**config.mk**
```make
export PLATFORM = sky130hd
export DESIGN_NAME = xtx_sequencer
export DESIGN_NICKNAME = d
export VERILOG_FILES = /design/src/rtl/xtx_pkg.sv /design/src/rtl/xtx_sample_ram.sv /design/src/rtl/xtx_sequencer.sv
export SDC_FILE = /design/constraint.sdc
export NUM_CORES = 1
export LEC_CHECK = 0
export ABC_AREA = 1
export CORE_MARGIN = 4
export CORE_UTILIZATION = 55
export CTS_CLUSTER_DIAMETER = 200
export DETAILED_ROUTE_END_ITERATION = 16
export MAX_ROUTING_LAYER = met4
export PLACE_DENSITY = 0.73
export SLEW_MARGIN = 20
export SYNTH_ARGS = -nofsm -noshare
export SYNTH_HDL_FRONTEND = slang
export SYNTH_SLANG_ARGS = --single-unit
```
**constraint.sdc**
```tcl
create_clock -name clk -period 12.9 [get_ports clk]
set_input_delay 3.225 -clock clk [delete_from_list [all_inputs] [get_ports clk]]
set_output_delay 3.225 -clock clk [all_outputs]
set_load 0.01 [all_outputs]
```
**src/rtl/xtx_pkg.sv**
```systemverilog
// Shared defaults and FSM encoding for the XtX engine sequencer.
package xtx_pkg;

  localparam int XTX_DW      = 32;
  localparam int XTX_DEPTH   = 16;
  localparam int XTX_AW      = 4;
  localparam int XTX_ACC_W   = 48;
  localparam int XTX_TIMEOUT = 64;

  typedef enum logic [2:0] {
    S_IDLE,
    S_LOAD,
    S_ISSUE,
    S_WAIT,
    S_ACC,
    S_DONE
  } state_t;

endpackage

```
**src/rtl/xtx_sample_ram.sv**
```systemverilog
// Sample pair buffer: one write port, one registered read port, write-first on
// an address collision so a pair written in the go cycle is seen by the run.
module xtx_sample_ram #(
  parameter int W     = 64,
  parameter int DEPTH = 16,
  parameter int AW    = 4
) (
  input  logic          clk,
  input  logic          wr_en,
  input  logic [AW-1:0] wr_addr,
  input  logic [W-1:0]  wr_data,
  input  logic [AW-1:0] rd_addr,
  output logic [W-1:0]  rd_data
);

  logic [W-1:0] mem [DEPTH];

  // NOTE: storage carries no reset; contents survive reset_n and only the
  // host write port changes them, which keeps this mappable onto plain RAM.
  always_ff @(posedge clk) begin
    if (wr_en) mem[wr_addr] <= wr_data;
    rd_data <= (wr_en && (wr_addr == rd_addr)) ? wr_data : mem[rd_addr];
  end

endmodule

```
**src/rtl/xtx_sequencer.sv**
```systemverilog
// Start/finished initiator for the XtX engine: walks the sample buffer, issues
// one engine transaction per pair and accumulates the results.
module xtx_sequencer
  import xtx_pkg::*;
#(
  parameter int DW      = XTX_DW,
  parameter int DEPTH   = XTX_DEPTH,
  parameter int AW      = XTX_AW,
  parameter int ACC_W   = XTX_ACC_W,
  parameter int TIMEOUT = XTX_TIMEOUT
) (
  input  logic             clk,
  input  logic             reset_n,
  input  logic             wr_en,
  input  logic [AW-1:0]    wr_addr,
  input  logic [DW-1:0]    wr_x,
  input  logic [DW-1:0]    wr_y,
  input  logic [AW:0]      n_samples,
  input  logic             go,
  output logic             busy,
  output logic             done,
  output logic             err_timeout,
  output logic [ACC_W-1:0] acc_out,
  output logic             eng_start,
  output logic [DW-1:0]    eng_x,
  output logic [DW-1:0]    eng_y,
  input  logic             eng_finished,
  input  logic [DW-1:0]    eng_result
);

  localparam int TCW = $clog2(TIMEOUT + 1);
  localparam logic [AW:0] N_MAX = (AW+1)'(DEPTH);

  state_t          state;
  logic [AW:0]     idx;
  logic [AW:0]     idx_inc;
  logic [AW:0]     n_lat;
  logic [AW:0]     n_req;
  logic [TCW-1:0]  tcnt;
  logic [DW-1:0]   res;
  logic [AW-1:0]   rd_addr;
  logic [2*DW-1:0] rd_data;
  logic            ram_we;

  assign idx_inc = idx + 1'b1;
  assign n_req   = (n_samples > N_MAX) ? N_MAX : n_samples;
  // The buffer is frozen for the whole run; only an idle sequencer accepts writes.
  assign ram_we  = wr_en && (state == S_IDLE);

  // Read address runs one step ahead so the pair is already in rd_data during
  // LOAD and can be registered onto eng_x/eng_y together with eng_start.
  always_comb begin
    // NOTE: default assignment first, so every path drives rd_addr and no
    // latch is inferred.
    rd_addr = idx[AW-1:0];
    if (state == S_IDLE)     rd_addr = '0;
    else if (state == S_ACC) rd_addr = idx_inc[AW-1:0];
  end

  xtx_sample_ram #(
    .W     (2*DW),
    .DEPTH (DEPTH),
    .AW    (AW)
  ) u_ram (
    .clk     (clk),
    .wr_en   (ram_we),
    .wr_addr (wr_addr),
    .wr_data ({wr_x, wr_y}),
    .rd_addr (rd_addr),
    .rd_data (rd_data)
  );

  // NOTE: all state is updated with non-blocking assignments so every
  // register samples the pre-edge values regardless of statement order.
  always_ff @(posedge clk) begin
    if (!reset_n) begin
      state       <= S_IDLE;
      busy        <= 1'b0;
      done        <= 1'b0;
      err_timeout <= 1'b0;
      acc_out     <= '0;
      eng_start   <= 1'b0;
      eng_x       <= '0;
      eng_y       <= '0;
      idx         <= '0;
      n_lat       <= '0;
      tcnt        <= '0;
      res         <= '0;
    end else begin
      case (state)
        S_IDLE: begin
          if (go) begin
            acc_out     <= '0;
            idx         <= '0;
            n_lat       <= n_req;
            busy        <= 1'b1;
            err_timeout <= 1'b0;
            if (n_req == '0) begin
              done  <= 1'b1;
              state <= S_DONE;
            end else begin
              state <= S_LOAD;
            end
          end
        end
        S_LOAD: begin
          eng_x     <= rd_data[2*DW-1:DW];
          eng_y     <= rd_data[DW-1:0];
          eng_start <= 1'b1;
          state     <= S_ISSUE;
        end
        S_ISSUE: begin
          eng_start <= 1'b0;
          tcnt      <= '0;
          state     <= S_WAIT;
        end
        S_WAIT: begin
          // A finish arriving on the last allowed cycle still counts.
          if (eng_finished) begin
            res   <= eng_result;
            state <= S_ACC;
          end else if (tcnt == TCW'(TIMEOUT - 1)) begin
            err_timeout <= 1'b1;
            done        <= 1'b1;
            state       <= S_DONE;
          end else begin
            tcnt <= tcnt + 1'b1;
          end
        end
        S_ACC: begin
          acc_out <= acc_out + {{(ACC_W-DW){1'b0}}, res};
          idx     <= idx_inc;
          if (idx_inc == n_lat) begin
            done  <= 1'b1;
            state <= S_DONE;
          end else begin
            state <= S_LOAD;
          end
        end
        S_DONE: begin
          done  <= 1'b0;
          busy  <= 1'b0;
          state <= S_IDLE;
        end
        default: state <= S_IDLE;
      endcase
    end
  end

endmodule
```
==> results.md, run 1 <==
* Post-CTS clock slew at the launch and capture registers of the worst setup and hold paths at about 0.06 ns
* Global routing usage summed across all routing layers at 25.5%
* Number of hold-repair buffers added at the cts stage at 0
* Post-CTS Resized at 0
* Worst min-delay path category: reg -> reg
* Post-synthesis to final-layout area growth at 13.1%
* Dominant synthesized flop cell: edfxtp_1
* Overall Power at 8.24 mW
* Maximum number of pins on one net before global-route repair at 245
* Via count of the first global-routing pass at 33000
* Count of standard-cell rows at between 100 and 150
* Number of remaining DRC errors at 0
* Total half-perimeter wirelength after legalization and detailed placement at 74000 microns
* CTS tree: yes
* Maximum level of the CTS H-tree at 3
* Via count at 34300
* Number of synthesized register bits at 1196
* Number of warnings printed during yosys synthesis at 0
* Sum of buffers and inverters on the critical path at 3
* Crit-path cells: clkdlybuf4s50_1 > inv_1 > nor2_1 > nand3_1 > nor2_4 > buf_4
* Floorplan core area at about 0.092 sq mm
* Max stage delay on crit path at 0.92 ns
* RSZ-0062 raised after global routing: false
* Synthesized area per cell at approximately 11 sq um
* Number of top-level design ports at 226
* Synthesized netlist net count at roughly 4800
* Final setup margin at between 6 and 7 ns
* Register-to-register setup slack at 8.49 ns
* Count of max-cap constraint violations at 0
* Path type of the worst setup path: in -> reg
* Final setup violation count at 0
* First-pass iteration count of the detailed router at 5
* Category of cells accounting for the largest share of critical-path delay: simple AND/OR/NAND/NOR gates
* Total wirelength of the detailed-routed design at 124000 microns
* Critical Path Source Type: primary input
* Max-slew violation total from the final report at 0
* Sum Neg Setup Slack at 0 ns
* Reg2Reg Capture Point: eng_y[25]
* Die area at roughly 0.1 sq mm
* Top fanout value on the critical path at 39
* Starting density of the core at a little under three fifths
* Share of layout cells above drive strength 1 at under 10%
* Worst path required time at 13.22 ns
* Leak pwr at around 21 nW
* Highest clock frequency the design can meet at 160 MHz
* Endpoint class of the critical path: flop
* Gate count after technology mapping at around 4700
* Power density over the cells at roughly 140 mW/mm^2
* Post-CTS Repair Setup Buffers at 0
* Cells on Worst Hold Path at 2
* Antenna Nets Post-Route at 0
* Area of all placed cells without fillers at 0.0578 sq mm
* Worst-margin pin slew at roughly 1.1 ns
* Placement-stage worst setup slack at ~6 ns
* Sequential standard cell area at roughly 0.034 sq mm
* CTS Sinks at between 1000 and 1500
* Share of synthesized area occupied by flip-flops and latches at between 60% and 70%
* Clock insertion delay at the later pin of the skew report at just over 0.7 ns
* Wire length of the first global-routing pass at 189000 microns
* Setup crit start: wr_en
* Final routed wire length divided by cell count at between 20 and 25 microns
* Root buffer cell: clkbuf_16
* Worst endpoint data arrival time at about 6.6 ns
* Antenna violations before repair at 3
* Placed inst area at 0.0540 sq mm
* Die boundary width at around 310 microns
* Clock tree buffer depth at 3
* Slowest cell on the critical path: nor2_4
* Origin of the worst min-delay path: done
* Relative slew slack at about a quarter
* Post-route clock skew at about 0.051 ns
* Total overflow reported by the global router at 0
* Post-layout util at 62.8%
* I/O Buffers at 225
* RePlAce Congestion at ~0.94
* Multi-input gate area in the final layout at about 0.013 sq mm
* Peak supply drop at around 0.14 mV
* Floorplan die height at between 300 and 400 microns
* Final hold vios at 0
* Terminating pin of the worst hold path: done
* Result of the run: completed
* 1st-iter DRT viols at 3550
* Fraction of the cycle the final worst path needs at roughly 48%
* Async set-or-reset flop fraction in the synthesized netlist at 0%
* Number of fill cells at 7049
* Depth of the worst register-to-register path at 10
* EDFF count, synth at slightly above 1000
* Layout net count at 4954
* Minimum clock period at approximately 6.2 ns
* Average via count per standard cell at approximately 5.6
* Distinct cells, synth at 45
* Inserted Clock Buffers at approximately 120
* Synthesized cell area at between 0.05 and 0.06 sq mm
[cell families after synthesis]
group / synth area share, %
xor+xnor: 0.137
compound gates: 11.5
fa+ha+maj: 0.896
flops: 66.9
simple gates: 12.2
buf+inv: 8.38
[Yosys cell counts, types with 2 or more instances]
| cell | number | share of area [%] |
|---|---|---|
| inv_1 | 754 | 5.5 |
| dfxtp_1 | 172 | 6.7 |
| buf_6 | 31 | 0.68 |
| nand4_1 | 10 | 0.12 |
| o21bai_1 | 5 | 0.073 |
| edfxtp_1 | 1024 | 60 |
| xnor2_1 | 3 | 0.051 |
| clkbuf_1 | 96 | 0.71 |
| nor2_4 | 3 | 0.066 |
| a21boi_0 | 2 | 0.029 |
| xor2_1 | 5 | 0.086 |
| nor2_8 | 2 | 0.078 |
| inv_2 | 6 | 0.044 |
| nand2_4 | 2 | 0.044 |
| nand3b_1 | 4 | 0.059 |
| buf_2 | 99 | 0.97 |
| o21ai_0 | 281 | 2.8 |
| o211ai_1 | 320 | 4.7 |
| nand2_1 | 697 | 5.1 |
| buf_4 | 16 | 0.24 |
| nor2_1 | 117 | 0.86 |
| nand3_1 | 559 | 5.5 |
| nor4_1 | 5 | 0.061 |
| a21oi_1 | 368 | 3.6 |
| a31oi_1 | 3 | 0.037 |
| a21boi_1 | 10 | 0.15 |
| nand2_2 | 4 | 0.049 |
| ha_1 | 35 | 0.86 |
| buf_1 | 25 | 0.18 |
| a22oi_1 | 3 | 0.044 |
| nor3_1 | 8 | 0.078 |
| nor2_2 | 6 | 0.073 |
[metal layers]
metal / track usage, % / up-vias / wire (microns)
met3: 3.28 / 213 / 7180
met2: 43.3 / 1145 / 62700
met4: 8.88 / 0 / 4110
met1: 31.8 / 16500 / 50100
li1: - / 16500 / -
met5: - / - / 0
[final cells by class]
cell class	instances	share of cell area, %
Tap cell	1243	2.69
Sequential cell	1196	59.2
Timing Repair Buffer	268	4.60
Clock buffer	163	5.58
Clock inverter	56	0.888
Multi-Input combinational cell	2463	22.0
Antenna cell	5	0.0217
Inverter	762	4.97
[worst max path at each step]
stage	endpoint	depth (start not counted)
global placement	u_ram.mem[8][56]	6
CTS	u_ram.mem[9][58]	6
finish	u_ram.mem[9][49]	6
global route	u_ram.mem[9][55]	6
detailed placement	u_ram.mem[8][56]	6
floorplan	u_ram.mem[0][0]	4
[placed cells by master (no fill, tap or decap), types with 17 or more instances in the layout]
| cell | n |
|---|---|
| a21oi_1 | 368 |
| buf_4 | 36 |
| clkbuf_1 | 36 |
| clkbuf_16 | 119 |
| clkdlybuf4s50_1 | 224 |
| clkinv_1 | 20 |
| clkinv_2 | 17 |
| dfxtp_1 | 168 |
| edfxtp_1 | 1024 |
| ha_1 | 35 |
| inv_1 | 753 |
| nand2_1 | 697 |
| nand3_1 | 559 |
| nor2_1 | 100 |
| nor2_4 | 20 |
| o211ai_1 | 320 |
| o21ai_0 | 281 |
[flip-flops by register name, indices dropped and copies added (netlist names), 5 cells and up, named ones only]
register,count
eng_y,32
eng_x,32
idx,5
u_ram.mem,1024
acc_out,48
res,32
n_lat,5
tcnt,7
[worst min-delay path, delay by kind of cell, from the launching register on]
family	cells	cell delay [ns]
compound gates	1	0.06
buf+inv	1	0.05
flops	1	0.31
[where the power goes]
part | total (mW) | leakage [nW] | switching (mW) | internal [mW]
registers | 4.33 | 10.6 | 0.0419 | 4.28
logic | 0.619 | 8.64 | 0.411 | 0.208
clock network | 3.29 | 1.81 | 1.43 | 1.87
[per-stage QoR]
step / instances / hold slack [ns]
floorplan: 4688 / 0.435
global placement: 5929 / 0.447
detailed placement: 5931 / 0.454
CTS: 6150 / 0.464
global route: 6154 / 0.482
finish: 6156 / 0.458
Note: power is estimated with default switching activity, not from simulation.
==> run 2, diff against run 1 <==
PLACE_DENSITY = 0.76   (was 0.73)
clock period = 5.3 ns   (was 12.9 ns; I/O delays follow)
==> run 2 against run 1 <==
Cell count increased by 0.23%. Core utilization increased by 0.44 points. Worst hold slack worse by 0.0052 ns. First-iteration DRC count grew 14%. Via count barely moved. Combinational power rose by 140%. Global-route usage down 0.48 points. Wire length shrank 2.3%. Power increased by 150%. Setup slack worse by 4.9 ns. Clock-buffer cell count down 13. Critical endpoint is now u_ram.mem[10][36]. Largest cell class unchanged. Largest power group unchanged.
==> results.md, run 2 (synthesis gave the netlist of run 1 again) <==
* Antenna Nets Post-Route at 0
* Post-synthesis to final-layout area growth at 13.9%
* Result of the run: completed
* Final routed wire length divided by cell count at between 15 and 20 microns
* Commonest non-fill, non-tap cells in the layout: edfxtp_1, inv_1, nand2_1
* Layout net count at just under 5000
* Largest register FFs at approximately 1000
* Total half-perimeter wirelength after legalization and detailed placement at around 70000 microns
* Number of remaining DRC errors at 0
* CTS tree: yes
* Average via count per standard cell at 5.57
* Relative slew slack at between 10% and 20%
* Maximum number of pins on one net before global-route repair at between 200 and 250
* Maximum level of the CTS H-tree at 3
* Clock insertion delay at the later pin of the skew report at 0.70 ns
* Number of fill cells at a little under 7000
* Power density over the cells at between 300 and 400 mW/mm^2
* Root buffer cell: clkbuf_16
* Post-CTS Resized at 0
* Leak pwr at approximately 21 nW
* Inserted Clock Buffers at ~120
* Count of standard-cell rows at approximately 110
* Fraction of the cycle the final worst path needs at around 66%
* Clock tree buffer depth at 3
* Worst min-delay path category: reg -> reg
* Top fanout value on the critical path at between 50 and 60
* Commonest non-fill, non-tap cell in the layout: edfxtp_1
* Count of max-cap constraint violations at 0
* Final hold vios at 0
* Largest registers in the final layout: u_ram.mem: 1024 flops, acc_out: 48 flops
* Post-CTS clock slew at the launch and capture registers of the worst setup and hold paths at about 0.060 ns
* Placement-stage worst setup slack at between 1 and 1.5 ns
* Wire length of the first global-routing pass at about 190000 microns
* Final setup margin at about 1.8 ns
* Register ranked first by flip-flop count: u_ram.mem
* Area of all placed cells without fillers at a little under 0.06 sq mm
* Number of top-level design ports at 226
* Overall Power at 20.4 mW
* Via count at roughly 34000
* Starting density of the core at between 50% and 60%
* Critical Path Source Type: primary input
* Via count of the first global-routing pass at between 30000 and 40000
* Antenna violations before repair at 6
* Post-CTS Repair Setup Buffers at 0
* Sum Neg Setup Slack at 0 ns
* Floorplan core area at roughly 0.092 sq mm
* Die boundary width at approximately 310 microns
* Minimum clock period at ~3.5 ns
* CTS Sinks at 1196
* First-pass iteration count of the detailed router at 6
* Worst endpoint data arrival time at approximately 3.9 ns
* Endpoint class of the critical path: flop
* Max-slew violation total from the final report at 0
* Path type of the worst setup path: in -> reg
* Post-route clock skew at 0.0469 ns
* Worst path required time at between 5 and 6 ns
* Peak supply drop at 0.329 mV
* Placed inst area at roughly 0.054 sq mm
* RePlAce Congestion at between 0.9 and 1
* Global routing usage summed across all routing layers at roughly a quarter
* Total overflow reported by the global router at 0
* Highest clock frequency the design can meet at between 200 and 300 MHz
* Share of layout cells above drive strength 1 at 5.73%
* Die area at between 0.09 and 0.1 sq mm
* I/O Buffers at approximately 230
* Final setup violation count at 0
* Worst-margin pin slew at between 1 and 1.5 ns
* Total wirelength of the detailed-routed design at approximately 120000 microns
* Floorplan die height at between 300 and 400 microns
* Number of hold-repair buffers added at the cts stage at 0
* RSZ-0062 raised after global routing: false
* 1st-iter DRT viols at 4047
run 2: changes by cell type in the layout (fill, tap and decap cells not counted), sizes merged:
cell    before  now
buf         44   56
bufinv       6   14
clkbuf     163  150
clkinv      40   46
diode        5    8
inv        766  764
run 2: worst paths after layout:
path,start,to,slack [ns],cells after the start
setup reg to reg,state[1],u_ram.mem[10][36],2.09,8
hold / removal,done,done,0.45,2
setup / recovery,wr_en,u_ram.mem[10][36],1.79,6
hold reg to reg,done,done,0.45,2
run 2: stage by stage:
| step | hold WS [ns] | cells | utilization (%) |
|---|---|---|---|
| global placement | 0.437 | 5944 | 59.1 |
| global route | 0.463 | 6167 | 63.3 |
| detailed placement | 0.446 | 5944 | 59.1 |
| CTS | 0.456 | 6162 | 63.3 |
| finish | 0.453 | 6170 | 63.3 |
| floorplan | 0.435 | 4688 | - |
run 2: metal layers:
metal | up-vias | part of all wire (%) | GRT usage, %
met4 | 0 | 3.4 | 8.77
met5 | - | 0 | -
met3 | 219 | 6.9 | 3.35
li1 | 16500 | - | -
met1 | 16300 | 40 | 32.2
met2 | 1304 | 49 | 41.3
run 2: layout make-up:
type,instances,area (sq um),share of cell area (%)
Clock inverter,68,773,1.33
Sequential cell,1196,34200,58.8
Tap cell,1243,1560,2.67
Inverter,762,2870,4.94
Clock buffer,150,3090,5.31
Antenna cell,8,20.0,0.0344
Multi-Input combinational cell,2463,12700,21.9
Timing Repair Buffer,280,2930,5.03
run 2: critical path, stage by stage:
cell             delay [ns]
clkdlybuf4s50_1        0.46
inv_1                  0.07
nor2_1                 0.49
nand3_1                0.48
nor2_4                 0.59
buf_12                 0.39
run 2: report_power, final:
group,switching [mW],internal (mW)
Clock,3.50,4.81
Combinational,0.984,0.525
Sequential,0.111,10.4
